[config.mk]
export PLATFORM = sky130hd
export DESIGN_NAME = uart_stim_tx
export DESIGN_NICKNAME = d
export VERILOG_FILES = /design/src/rtl/uart_stim_tx.sv
export SDC_FILE = /design/constraint.sdc
export NUM_CORES = 1
export LEC_CHECK = 0
export BUFFER_PORTS_ARGS = -buffer_cell sky130_fd_sc_hd__clkbuf_2
export CAP_MARGIN = 10
export CORE_ASPECT_RATIO = 1.4
export CORE_UTILIZATION = 50
export CTS_CLUSTER_DIAMETER = 50
export CTS_CLUSTER_SIZE = 8
export DETAILED_ROUTE_END_ITERATION = 12
export PLACE_DENSITY = 0.76
export SYNTH_ARGS = -nofsm -noshare
export SYNTH_HDL_FRONTEND = slang
export SYNTH_SLANG_ARGS = --single-unit
[constraint.sdc]
create_clock -name SYSCLK -period 3.41 [get_ports SYSCLK]
set_clock_uncertainty 0.15 [all_clocks]
set_input_delay 0.1705 -clock SYSCLK [delete_from_list [all_inputs] [get_ports SYSCLK]]
set_output_delay 0.1705 -clock SYSCLK [all_outputs]
set_load 0.05 [all_outputs]
[src/rtl/uart_stim_tx.sv]
// rtl/uart_stim_tx.sv - FIFO-fed UART transmitter driving a CoreUART RX line
// 8N1/8E1/8O1/8x2 framing, LSB first; frames run back-to-back while the FIFO holds data.
module uart_stim_tx #(
  parameter int BAUD_DIV   = 16,
  parameter int PARITY_EN  = 0,
  parameter int PARITY_ODD = 0,
  parameter int STOP_BITS  = 1,
  parameter int FIFO_DEPTH = 4
) (
  input  logic       SYSCLK,
  input  logic       NSYSRESET,
  input  logic [7:0] DATA_IN,
  input  logic       WEN,
  output logic       FULL,
  output logic       EMPTY,
  output logic       BUSY,
  output logic       WR_OVF,
  output logic       TX
);

  localparam int AW = $clog2(FIFO_DEPTH);
  localparam int CW = AW + 1;
  localparam int BW = $clog2(BAUD_DIV);

  typedef enum logic [2:0] {S_IDLE, S_START, S_DATA, S_PARITY, S_STOP} state_t;

  state_t        state_q;
  logic [7:0]    mem_q [FIFO_DEPTH];
  logic [AW-1:0] wr_ptr_q, rd_ptr_q;
  logic [CW-1:0] cnt_q, cnt_d;
  logic          full_q, empty_q, ovf_q, tx_q, busy_q, par_q;
  logic [BW-1:0] baud_q;
  logic [2:0]    bit_q;
  logic [7:0]    shift_q;
  logic [7:0]    head;
  logic          push, pop, baud_last, stop_last;

  assign head = mem_q[rd_ptr_q];

  // A write while full is refused even if the same edge pops a byte.
  always_comb begin
    push      = WEN && !full_q;
    baud_last = (baud_q == BW'(BAUD_DIV - 1));
    stop_last = (bit_q == 3'(STOP_BITS - 1));
    pop       = !empty_q && ((state_q == S_IDLE) ||
                             (state_q == S_STOP && baud_last && stop_last));
    cnt_d     = cnt_q + CW'(push) - CW'(pop);
  end

  always_ff @(posedge SYSCLK) begin
    if (push) mem_q[wr_ptr_q] <= DATA_IN;
  end

  always_ff @(posedge SYSCLK) begin
    if (!NSYSRESET) begin
      wr_ptr_q <= '0;
      rd_ptr_q <= '0;
      cnt_q    <= '0;
      full_q   <= 1'b0;
      empty_q  <= 1'b1;
      ovf_q    <= 1'b0;
    end else begin
      if (push) wr_ptr_q <= wr_ptr_q + 1'b1;
      if (pop)  rd_ptr_q <= rd_ptr_q + 1'b1;
      cnt_q   <= cnt_d;
      full_q  <= (cnt_d == CW'(FIFO_DEPTH));
      empty_q <= (cnt_d == '0);
      ovf_q   <= WEN && full_q;
    end
  end

  always_ff @(posedge SYSCLK) begin
    if (!NSYSRESET) begin
      state_q <= S_IDLE;
      tx_q    <= 1'b1;
      busy_q  <= 1'b0;
      baud_q  <= '0;
      bit_q   <= '0;
      shift_q <= '0;
      par_q   <= 1'b0;
    end else if (state_q == S_IDLE) begin
      if (pop) begin
        state_q <= S_START;
        tx_q    <= 1'b0;
        busy_q  <= 1'b1;
        baud_q  <= '0;
        shift_q <= head;
        par_q   <= (^head) ^ (PARITY_ODD != 0);
      end
    end else if (!baud_last) begin
      baud_q <= baud_q + 1'b1;
    end else begin
      baud_q <= '0;
      case (state_q)
        S_START: begin
          state_q <= S_DATA;
          tx_q    <= shift_q[0];
          bit_q   <= '0;
        end
        S_DATA: begin
          if (bit_q == 3'd7) begin
            bit_q <= '0;
            if (PARITY_EN != 0) begin
              state_q <= S_PARITY;
              tx_q    <= par_q;
            end else begin
              state_q <= S_STOP;
              tx_q    <= 1'b1;
            end
          end else begin
            bit_q   <= bit_q + 1'b1;
            shift_q <= shift_q >> 1;
            tx_q    <= shift_q[1];
          end
        end
        S_PARITY: begin
          state_q <= S_STOP;
          tx_q    <= 1'b1;
          bit_q   <= '0;
        end
        S_STOP: begin
          if (!stop_last) begin
            bit_q <= bit_q + 1'b1;
          end else if (pop) begin
            // Chain straight into the next frame without an idle bit.
            state_q <= S_START;
            tx_q    <= 1'b0;
            bit_q   <= '0;
            shift_q <= head;
            par_q   <= (^head) ^ (PARITY_ODD != 0);
          end else begin
            state_q <= S_IDLE;
            busy_q  <= 1'b0;
            bit_q   <= '0;
          end
        end
        default: state_q <= S_IDLE;
      endcase
    end
  end

  assign FULL   = full_q;
  assign EMPTY  = empty_q;
  assign BUSY   = busy_q;
  assign WR_OVF = ovf_q;
  assign TX     = tx_q;

endmodule

=== After elaboration in Yosys (flattened, before gate mapping) ===
Memories as Yosys holds them, arrays and structs flattened. A register that Yosys moved wholly into a read port is not among the register bits.
Index checks and enable logic that the tools add are counted.

* Input bits: 11
* Logic and storage cells: 90
* Memories kept: 1
* Register bits after elaboration: 30
* RAM bits: 32

{| class="wikitable"
|+ Memory list
! memory !! words !! bits a word !! rd ports !! clocked after Yosys merged registers in !! wr ports !! line !! text
|-
| mem_q || 4 || 8 || 1 || 1 || 1 || 28 || <nowiki>logic [7:0] mem_q [FIFO_DEPTH];</nowiki>
|}

* Reduce and logical (&&, ||, !) cells: 23
* Equality and inequality tests: 12
* Muxes and demuxes: 35
* Add/sub/neg operators: 6
* Bitwise operators: 1

{| class="wikitable"
|+ Operator list
! cell !! count
|-
| $mux W8 || 5
|-
| $mux W3 || 7
|-
| $pmux W8 S2 || 1
|-
| $mux W1 || 14
|-
| $mux W4 || 3
|-
| $pmux W3 S4 || 1
|-
| $eq A3 B3 Y1 const B || 3
|-
| $logic_not A3 Y1 || 3
|-
| $pmux W3 S3 || 1
|-
| $reduce_and A4 Y1 || 2
|-
| $eq A3 B2 Y1 const B || 2
|-
| $ne A3 B3 Y1 const B || 2
|-
| $reduce_and A3 Y1 || 2
|-
| $reduce_bool A2 Y1 || 3
|-
| $reduce_bool A3 Y1 || 2
|-
| $logic_and A1 B1 Y1 || 5
|-
| $reduce_and A5 Y1 || 1
|-
| $reduce_bool A5 Y1 || 1
|-
| $add A2 B1 Y2 const B || 2
|-
| $add A4 B1 Y4 const B || 1
|-
| $eq A4 B4 Y1 const B || 1
|-
| $mux W2 || 2
|-
| $pmux W1 S4 || 1
|-
| $add A3 B1 Y3 || 1
|-
| 10 further kinds || 11
|}

=== Logic depth before layout (Yosys ltp) ===
Gate-level depths: netlist of the first run.

* Depth in word-level cells: 10
* Depth in mapped cells: 15
* Mapped depth without buffers: 14

=== Least setup slack after synthesis of the first run ===
Ideal clock, no wire load.

* Path kind: flip-flop to flip-flop
* Start: register baud_q[0]
* End: register full_q (netlist: FULL)
* Slack: 0.582 ns
* Buffers on the path: 2
* Arrival time: 2.614 ns
* Library setup time: 0.064 ns
* Clock period less this slack: 2.828 ns
* Cell stages (with the launch flop): 16
* Cells stage by stage: dfxtp_1 > ha_1 > and3_1 > buf_6 > a31oi_4 > buf_6 > inv_1 > ha_1 > inv_1 > ha_1 > inv_1 > fa_1 > xnor2_1 > xnor2_1 > nand2_1 > nor2_1

* Word-level cells in the longest chain between the ends: 7

{| class="wikitable"
|+ RTL lines
! element !! line !! text
|-
| from (decl) || 32 || <nowiki>logic [BW-1:0] baud_q;</nowiki>
|-
| from (signal assigned) || 91 || <nowiki>baud_q <= baud_q + 1'b1;</nowiki>
|-
| $eq A4 B4 Y1 || 43 || <nowiki>baud_last = (baud_q == BW'(BAUD_DIV - 1));</nowiki>
|-
| $logic_and A1 B1 Y1 (2 in a row) || 46 || <nowiki>(state_q == S_STOP && baud_last && stop_last));</nowiki>
|-
| $logic_or A1 B1 Y1 || 45 || <nowiki>pop = !empty_q && ((state_q == S_IDLE) ||</nowiki>
|-
| $logic_and A1 B1 Y1 || 45 ||
|-
| $sub A3 B1 Y3 || 47 || <nowiki>cnt_d = cnt_q + CW'(push) - CW'(pop);</nowiki>
|-
| $eq A3 B3 Y1 || 66 || <nowiki>full_q <= (cnt_d == CW'(FIFO_DEPTH));</nowiki>
|-
| to (signal assigned) || 66 ||
|-
| to (decl) || 31 || <nowiki>logic full_q, empty_q, ovf_q, tx_q, busy_q, par_q;</nowiki>
|}

No other way between the ends.
A chain may end at the register's enable or synchronous reset.

=== Worst setup path after layout of the first run ===
Ends and elaborated chain as after synthesis.

==> reports/qor.tcl, run 1 <==
set qor(chipWidth_microns) 65.07
set qor(maximum_fanout_encountered_on_the_critical_timing_path) 7
set qor(max_stage_delay_ns) 0.37
set qor(design.portCount) 16
set qor(worst_path_max_delay_cell) {fa_1}
set qor(synth.largest_area_cell) {edfxtp_1}
set qor(die_height_microns) 90.29
set qor(cts.path.max_buffers) 2
set qor(cp_top_family) {adder cells}
set qor(clk_latency_ns) 0.34
set qor(finalHoldViolations) 0
set qor(synth_area_leaders) {edfxtp_1, dfxtp_1, mux4_2}
set qor(first_pass_grt_wire_length_microns) 8073
set qor(placed_cells) 294
set qor(regArea_sq_um) 1602
set qor(synth_enable_flop_cells) 32
set qor(critical_path.cell_chain) {ha_1 -> and3_1 -> a31oi_4 -> inv_1 -> ha_1 -> inv_1 -> ha_1 -> inv_1 -> fa_1 -> xnor2_1 -> xnor2_1 -> nand2_1 -> nor2_1}
set qor(synthCells) 224
set qor(post-route-min-period_ns) 2.805
set qor(synth_xor_xnor_area_share_pct) 1.258
set qor(grtUsageTotal_pct) 19.07
set qor(cp.required_ns) 3.54
set qor(number_of_antenna_violations_at_the_first_check_in_global_routing) 0
set qor(floorplan.initialDensity_pct) 52.78
set qor(grt_overflow_total) 0
set qor(status) {complete, no violations}
set qor(drc) 0
set qor(cts_inserted_buffers) 9
set qor(worstReg2RegEnd) {FULL$_SDFF_PN0_}
set qor(synth-seq-area-share_pct) 57.53
set qor(postCtsResizedCells) 0
set qor(drtIter0Drc) 199
set qor(crit-reg2reg-launch) {baud_q[0]$_SDFFE_PN0P_}
set qor(synthDominantCellAreaShare_pct) 34.52
set qor(drt.antenna.violating_nets) 0
set qor(crit_path_end_kind) {flip-flop}
set qor(grt_max_degree) 19
set qor(post_synthesis_net_count) 246
set qor(syn-cell-area_sq_um) 2784
set qor(insertedDiodeCount) 0
set qor(post-route-period-util_pct) 82.25
set qor(worst-path-stages) 13
set qor(largest_family_of_logic_cells_by_synthesized_area) {compound AO/OA/AOI/OAI gates}
set qor(yosysWarningCount) 0
set qor(multiplexer_area_fraction_after_synthesis_pct) 7.191
set qor(syn2layout_area_growth_pct) 12.94
set qor(globalplace.congestion) 0.7923
set qor(num-fill-cells) 444
set qor(dp_hpwl_microns) 3057
set qor(fraction_of_the_mapped_netlist_area_in_compound_gates_pct) 12.36
set qor(regToRegSetupSlack_ns) 0.61
set qor(power.density_nw_per_um2) 738.6
set qor(nets) 270
set qor(core_area_sq_um) 5275
set qor(final-max-slew-violation-count) 0
set qor(netlist-cell-type-count) 43
set qor(vias) 1767
set qor(power_total_mw) 2.322
set qor(num_rows) 31
set qor(routed_via_density) 5.539
set qor(die_area_sq_um) 5875
set qor(grt_pass1_vias) 1774
set qor(yosys.area_share.adder_pct) 5.213
set qor(cts_root_buffer) {clkbuf_8}
set qor(yosys.area_share.simple_pct) 11.15
set qor(clock_tree_from_tritoncts) {built}
set qor(async_reset_ff_share_pct) 0
set qor(min_delay_worst_type) {primary input to flip-flop}
set qor(multi_input_gate_area_in_the_final_layout_sq_um) 1035
set qor(syn-mean-instance-area_sq_um) 12.43
set qor(synth.top_cells.by_count) {dfxtp_1, edfxtp_1, a21oi_1, inv_1, nor2_1}
set qor(setup_viol) 0
set qor(critical_path_class) {flip-flop to flip-flop}
set qor(power.leakage_nw) 1.159
set qor(clk_sinks) 64
set qor(timing.setup.tns_ns) 0
set qor(critPathBufInv) 3
set qor(firstDrtPassIters) 4
set qor(ys.flop_type) {edfxtp_1}
set qor(detail_route.wl_per_cell_microns) 15.03
set qor(worstSetupEndpoint) {FULL$_SDFF_PN0_}
set qor(slew-limit-headroom_pct) 53.46
set qor(portBuffers) 15
set qor(drive_above_1_share_pct) 17.39
set qor(vdd_drop_max_v) 0.0004239
set qor(instances_no_fill) 319
set qor(critical_path.startpoint) {baud_q[0]$_SDFFE_PN0P_}
set qor(max_cap_viol_count) 0
set qor(crit_path_start_kind) {flip-flop}
set qor(critPathArrivalTime_ns) 2.94
set qor(worst_pin_slew_ns) 0.6908
set qor(yosys_register_bits) 64
set qor(htreeDepth) 3
set qor(routed_wirelength_microns) 4796
set qor(fmax_mhz) 356.5
set qor(grt_setup_unrepaired) {no}
set qor(reg2reg_depth) 13
set qor(cts.reportedPaths.clkPinSlew_ns) 0.07
stage by stage:
step	instance area, sq um	utilization [%]	hold WS [ns]	setup slack (ns)
floorplan	2784	-	0.1194	0.5816
detailed placement	2873	54.46	0.2399	0.5918
finish	3144	59.61	0.05022	0.6051
global route	3144	59.61	0.06581	0.4068
CTS	3144	59.61	0.03778	0.5861
global placement	2873	54.46	0.2368	0.7067
how the worst min path moves through the flow:
stage                          start                    end  slack, ns  cells past startpoint
after floorplan           DATA_IN[0]  mem_q[0][0]$_DFFE_PP_       0.12                      0
after global placement    DATA_IN[5]  mem_q[3][5]$_DFFE_PP_       0.24                      1
after detailed placement  DATA_IN[3]  mem_q[2][3]$_DFFE_PP_       0.24                      1
after CTS                  NSYSRESET        TX$_SDFFE_PN1P_       0.04                      2
after global routing       NSYSRESET        TX$_SDFFE_PN1P_       0.07                      2
final                      NSYSRESET        TX$_SDFFE_PN1P_       0.05                      2
flip-flops by register name, indices dropped and copies added, names as in the netlist, named ones only:
signal    count
rd_ptr_q      2
TX            1
FULL          1
baud_q        4
BUSY          1
bit_q         3
mem_q        32
WR_OVF        1
wr_ptr_q      2
shift_q       8
cnt_q         3
state_q       3
EMPTY         1
final cells by class:
class | instances | share of cell area, %
flip-flops and latches | 64 | 50.94
multi-input cells | 130 | 32.91
repair buffers | 26 | 5.730
clock buffers | 12 | 4.298
well taps | 66 | 2.626
inverters | 17 | 2.029
clock inverters | 4 | 1.472
metal layers:
metal / part of all wire, % / vias up / track usage [%]
met3: 3.9 / 10 / 5.682
met5: 0 / - / 0
li1: - / 871 / -
met1: 42 / 855 / 21.28
met2: 52 / 31 / 31.68
met4: 2.2 / 0 / 10.87
repair_timing:
action | CTS | global route
hold buffers | 9 | 0
endpoints found under the hold margin | 33 | 0
buffers inserted | 0 | 0
power by group:
group          switching (mW)  internal (mW)
logic                   0.344          0.266
registers               0.128          0.970
clock network           0.280          0.335
cells by family after synthesis:
| group | Yosys count |
|---|---|
| and+or+nand+nor | 54 |
| AOI/OAI and AO/OA | 51 |
| buffers and inverters | 30 |
| DFF | 64 |
| xor gates and xnor gates | 4 |
| adders and majority gates | 11 |
| muxes | 10 |
cell usage in the layout, fill, tap and decap left out, types with 5 or more instances in the layout:
cell type	count
and2_1	6
mux4_2	8
inv_1	17
ha_1	10
clkbuf_2	15
dfxtp_1	32
edfxtp_1	32
nand3_1	6
a21oi_1	22
o221ai_1	6
dlygate4sd3_1	9
o21ai_0	9
nand2_1	5
nor2_1	15
clkbuf_8	9
(Power assumes the default switching activity.)
==> run 2, diff against run 1 <==
--- a/config.mk
+++ b/config.mk
@@ -12,7 +12,7 @@
 export CTS_CLUSTER_DIAMETER = 50
 export CTS_CLUSTER_SIZE = 8
 export DETAILED_ROUTE_END_ITERATION = 12
-export PLACE_DENSITY = 0.76
+export PLACE_DENSITY = 0.79
 export SYNTH_ARGS = -nofsm -noshare
 export SYNTH_HDL_FRONTEND = slang
 export SYNTH_SLANG_ARGS = --single-unit
==> constraint.sdc (replaced) <==
create_clock -name SYSCLK -period 2.3 [get_ports SYSCLK]
set_clock_uncertainty 0.15 [all_clocks]
set_input_delay 0.115 -clock SYSCLK [delete_from_list [all_inputs] [get_ports SYSCLK]]
set_output_delay 0.115 -clock SYSCLK [all_outputs]
set_load 0.05 [all_outputs]
==> run 2 against run 1 <==
The run now ends with setup timing left. Final cell count grew 5.3%. Largest cell class unchanged. Sequential power grew 46%. Maximum frequency grew 17%. Core utilization grew 5.0 points. Largest power group unchanged. Combinational power grew 75%. Critical endpoint unchanged. Via count grew 3.4%. Register-to-register slack lost 0.70 ns. First-iteration DRC count shrank 60%. Total power grew 66%. Clock power grew 91%. Count of clock-buffer cells in the layout shrank 3. Cell area grew 8.3%.
==> reports/qor.tcl, run 2 (synthesized netlist as in run 1, its figures left out) <==
set qor(grt_use_met3_pct) 5.808 ;# was 5.682%
set qor(placed_cell_area_sq_um) 3045 ;# was 2873 sq um
set qor(critical_path.cell_chain) {ha_4 -> and3_4 -> a31oi_4 -> inv_2 -> ha_4 -> inv_2 -> ha_4 -> inv_2 -> fa_2 -> xnor2_2 -> xnor2_1 -> nand2_1 -> nor2_1} ;# was ha_1 -> and3_1 -> a31oi_4 -> inv_1 -> ha_1 -> inv_1 -> ha_1 -> inv_1 -> fa_1 -> xnor2_1 -> xnor2_1 -> nand2_1 -> nor2_1
set qor(worst_path_max_delay_cell) {dfxtp_2} ;# was fa_1
set qor(nets) 287 ;# was 270
set qor(reg_with_most_ffs) {mem_q} ;# unchanged
set qor(power.density_nw_per_um2) 1133 ;# was 738.6 nW/um^2
set qor(power.leakage_nw) 1.283 ;# was 1.159 nW
set qor(drtIter0Drc) 80 ;# was 199
set qor(grt_setup_unrepaired) {yes} ;# was no
set qor(violations_in_the_final_reports) {setup timing}
set qor(final.setup.worst_slack_ns) -0.09231 ;# was 0.6051 ns
set qor(core_area_sq_um) 5275 ;# unchanged
set qor(cts_root_buffer) {clkbuf_8} ;# unchanged
set qor(grt_util_met1_pct) 23.16 ;# was 21.28%
set qor(firstDrtPassIters) 4 ;# unchanged
set qor(max_cap_viol_count) 0 ;# unchanged
set qor(max_stage_delay_ns) 0.34 ;# was 0.37 ns
set qor(busiest_layer) {met2} ;# unchanged
set qor(num-fill-cells) 424 ;# was 444
set qor(crit-reg2reg-launch) {baud_q[1]$_SDFFE_PN0P_} ;# was baud_q[0]$_SDFFE_PN0P_
set qor(chipWidth_microns) 65.07 ;# unchanged
set qor(detail_route.wl_per_cell_microns) 15.02 ;# was 15.03 microns
set qor(design.portCount) 16 ;# unchanged
set qor(clk_latency_ns) 0.34 ;# about the same
set qor(layout.cells.most_common) {edfxtp_1}
set qor(final-max-slew-violation-count) 0 ;# unchanged
set qor(cts.path.max_buffers) 2 ;# unchanged
set qor(cp_top_family) {adder cells} ;# unchanged
set qor(syn2layout_area_growth_pct) 22.34 ;# was 12.94%
set qor(die_height_microns) 90.29 ;# unchanged
set qor(vdd_drop_max_v) 0.0008753 ;# was 0.0004239 V
set qor(finalHoldViolations) 0 ;# unchanged
set qor(drive_above_1_share_pct) 29.63 ;# was 17.39%
set qor(first_pass_grt_wire_length_microns) 8562 ;# was 8073 microns
set qor(cts_inserted_buffers) 9 ;# unchanged
set qor(crit_path_end_kind) {flip-flop} ;# unchanged
set qor(post-route-cell-area_sq_um) 3406 ;# was 3144 sq um
set qor(critical_path.startpoint) {baud_q[1]$_SDFFE_PN0P_} ;# was baud_q[0]$_SDFFE_PN0P_
set qor(critPathArrivalTime_ns) 2.53 ;# was 2.94 ns
set qor(routed_via_density) 5.438 ;# was 5.539
set qor(die_area_sq_um) 5875 ;# unchanged
set qor(cts.reportedPaths.clkPinSlew_ns) 0.08 ;# was 0.07 ns
set qor(setup_viol) 3 ;# was 0
set qor(clock_tree_from_tritoncts) {built} ;# unchanged
set qor(grt_use_met2_pct) 32.55 ;# was 31.68%
set qor(routed_wirelength_microns) 5048 ;# was 4796 microns
set qor(largest_register_ff_count) 32 ;# unchanged
set qor(floorplan.initialDensity_pct) 52.78 ;# unchanged
set qor(num_rows) 31 ;# unchanged
set qor(number_of_antenna_violations_at_the_first_check_in_global_routing) 0 ;# unchanged
set qor(slew-limit-headroom_pct) 61.46 ;# was 53.46%
set qor(globalplace.congestion) 0.7724 ;# was 0.7923
set qor(multi_input_gate_area_in_the_final_layout_sq_um) 1097 ;# was 1035 sq um
set qor(critical_path_class) {flip-flop to flip-flop} ;# unchanged
set qor(hold_path_startpoint) {shift_q[4]$_SDFFE_PN0P_} ;# was NSYSRESET
set qor(critPathBufInv) 3 ;# unchanged
set qor(insertedDiodeCount) 0 ;# unchanged
set qor(crit_path_start_kind) {flip-flop} ;# unchanged
set qor(post-route-period-util_pct) 104.0 ;# was 82.25%
set qor(cp.required_ns) 2.44 ;# was 3.54 ns
set qor(min_delay_worst_type) {flip-flop to flip-flop} ;# was primary input to flip-flop
set qor(reg.largest.list) {mem_q (32), shift_q (8), baud_q (4)} ;# unchanged
set qor(grt_max_degree) 19 ;# unchanged
set qor(status) {complete, but fails checks} ;# was complete, no violations
set qor(grtUsageTotal_pct) 19.80 ;# was 19.07%
set qor(layout.core_utilization_pct) 64.56 ;# was 59.61%
set qor(htreeDepth) 3 ;# unchanged
set qor(drc) 0 ;# unchanged
set qor(vias) 1827 ;# was 1,767
set qor(final_cell_mix) {edfxtp_1, dfxtp_1, a21oi_1, buf_4} ;# was dfxtp_1, edfxtp_1, a21oi_1, inv_1
set qor(regArea_sq_um) 1608 ;# was 1602 sq um
set qor(drt.antenna.violating_nets) 0 ;# unchanged
set qor(grt_overflow_total) 0 ;# unchanged
set qor(worst_pin_slew_ns) 0.5774 ;# was 0.6908 ns
set qor(maximum_fanout_encountered_on_the_critical_timing_path) 2 ;# was 7
set qor(portBuffers) 15 ;# unchanged
set qor(grt_pass1_vias) 1774 ;# unchanged
set qor(clk_sinks) 64 ;# unchanged
set qor(fmax_mhz) 418.0 ;# was 356.5 MHz
set qor(dp_hpwl_microns) 3250 ;# was 3057 microns
set qor(post-route-min-period_ns) 2.392 ;# was 2.805 ns
run 2: cell count changes in the layout (fill, tap and decap cells not counted), moves of 2 or more:
cell	change
bufinv_16	+2
dfxtp_2	+5
buf_4	+16
inv_1	-3
dfxtp_1	-5
clkbuf_1	-3
ha_4	+3
inv_2	+3
clkinv_4	+2
ha_1	-4
run 2: area by class of cell:
class                           count  share of cell area, %
Clock inverter                      7                  3.527
Clock buffer                        9                  3.637
Multi-Input combinational cell    130                  32.22
Inverter                           17                  1.874
Tap cell                           66                  2.425
Sequential cell                    64                  47.21
Timing Repair Buffer               43                  9.111
run 2: what timing repair did:
action,CTS,global route
hold endpoints to repair,35,0
pin swaps,6,1
setup buffers,1,0
resized for setup,3,0
endpoints found under the setup margin,3,3
hold buffers,10,0
run 2: per-stage QoR:
step / TNS (ns) / worst slack [ns] / hold WS, ns / instances / total power, mW
after floorplan: -1.031 / -0.3250 / 0.06387 / 224 / 2.432
after global placement: -0.3206 / -0.1257 / 0.1791 / 309 / 2.649
after detailed placement: -0.4675 / -0.1763 / 0.1876 / 309 / 2.690
after CTS: -0.2229 / -0.1073 / 0.3140 / 336 / 3.887
after global routing: -0.5782 / -0.2295 / 0.3274 / 336 / 4.076
final: -0.1926 / -0.09231 / 0.3115 / 336 / 3.860
run 2: tightest hold or removal path, delay by kind of cell (launching register included):
family / cells / cell delay, ns
buffers and inverters: 1 / 0.05
flip-flops: 1 / 0.32
AO/OA/AOI/OAI: 1 / 0.05
run 2: worst paths after layout:
path                                                end  slack [ns]  cells after the start
worst min register to register  shift_q[4]$_SDFFE_PN0P_        0.31                      2
worst max-delay path                    FULL$_SDFF_PN0_       -0.09                     13
worst min-delay path            shift_q[4]$_SDFFE_PN0P_        0.31                      2
worst max register to register          FULL$_SDFF_PN0_       -0.09                     13
run 2: report_power, final:
part	internal, mW	total (mW)	leakage (nW)	switching (mW)
registers	1.44	1.61	0.558	0.172
logic	0.489	1.07	0.605	0.582
clock network	0.721	1.17	0.119	0.454
run 2: layer usage:
metal,vias up,part of all wire [%]
met5,-,0
met4,0,2.4
met3,11,3.0
li1,910,-
met1,878,42
met2,28,52
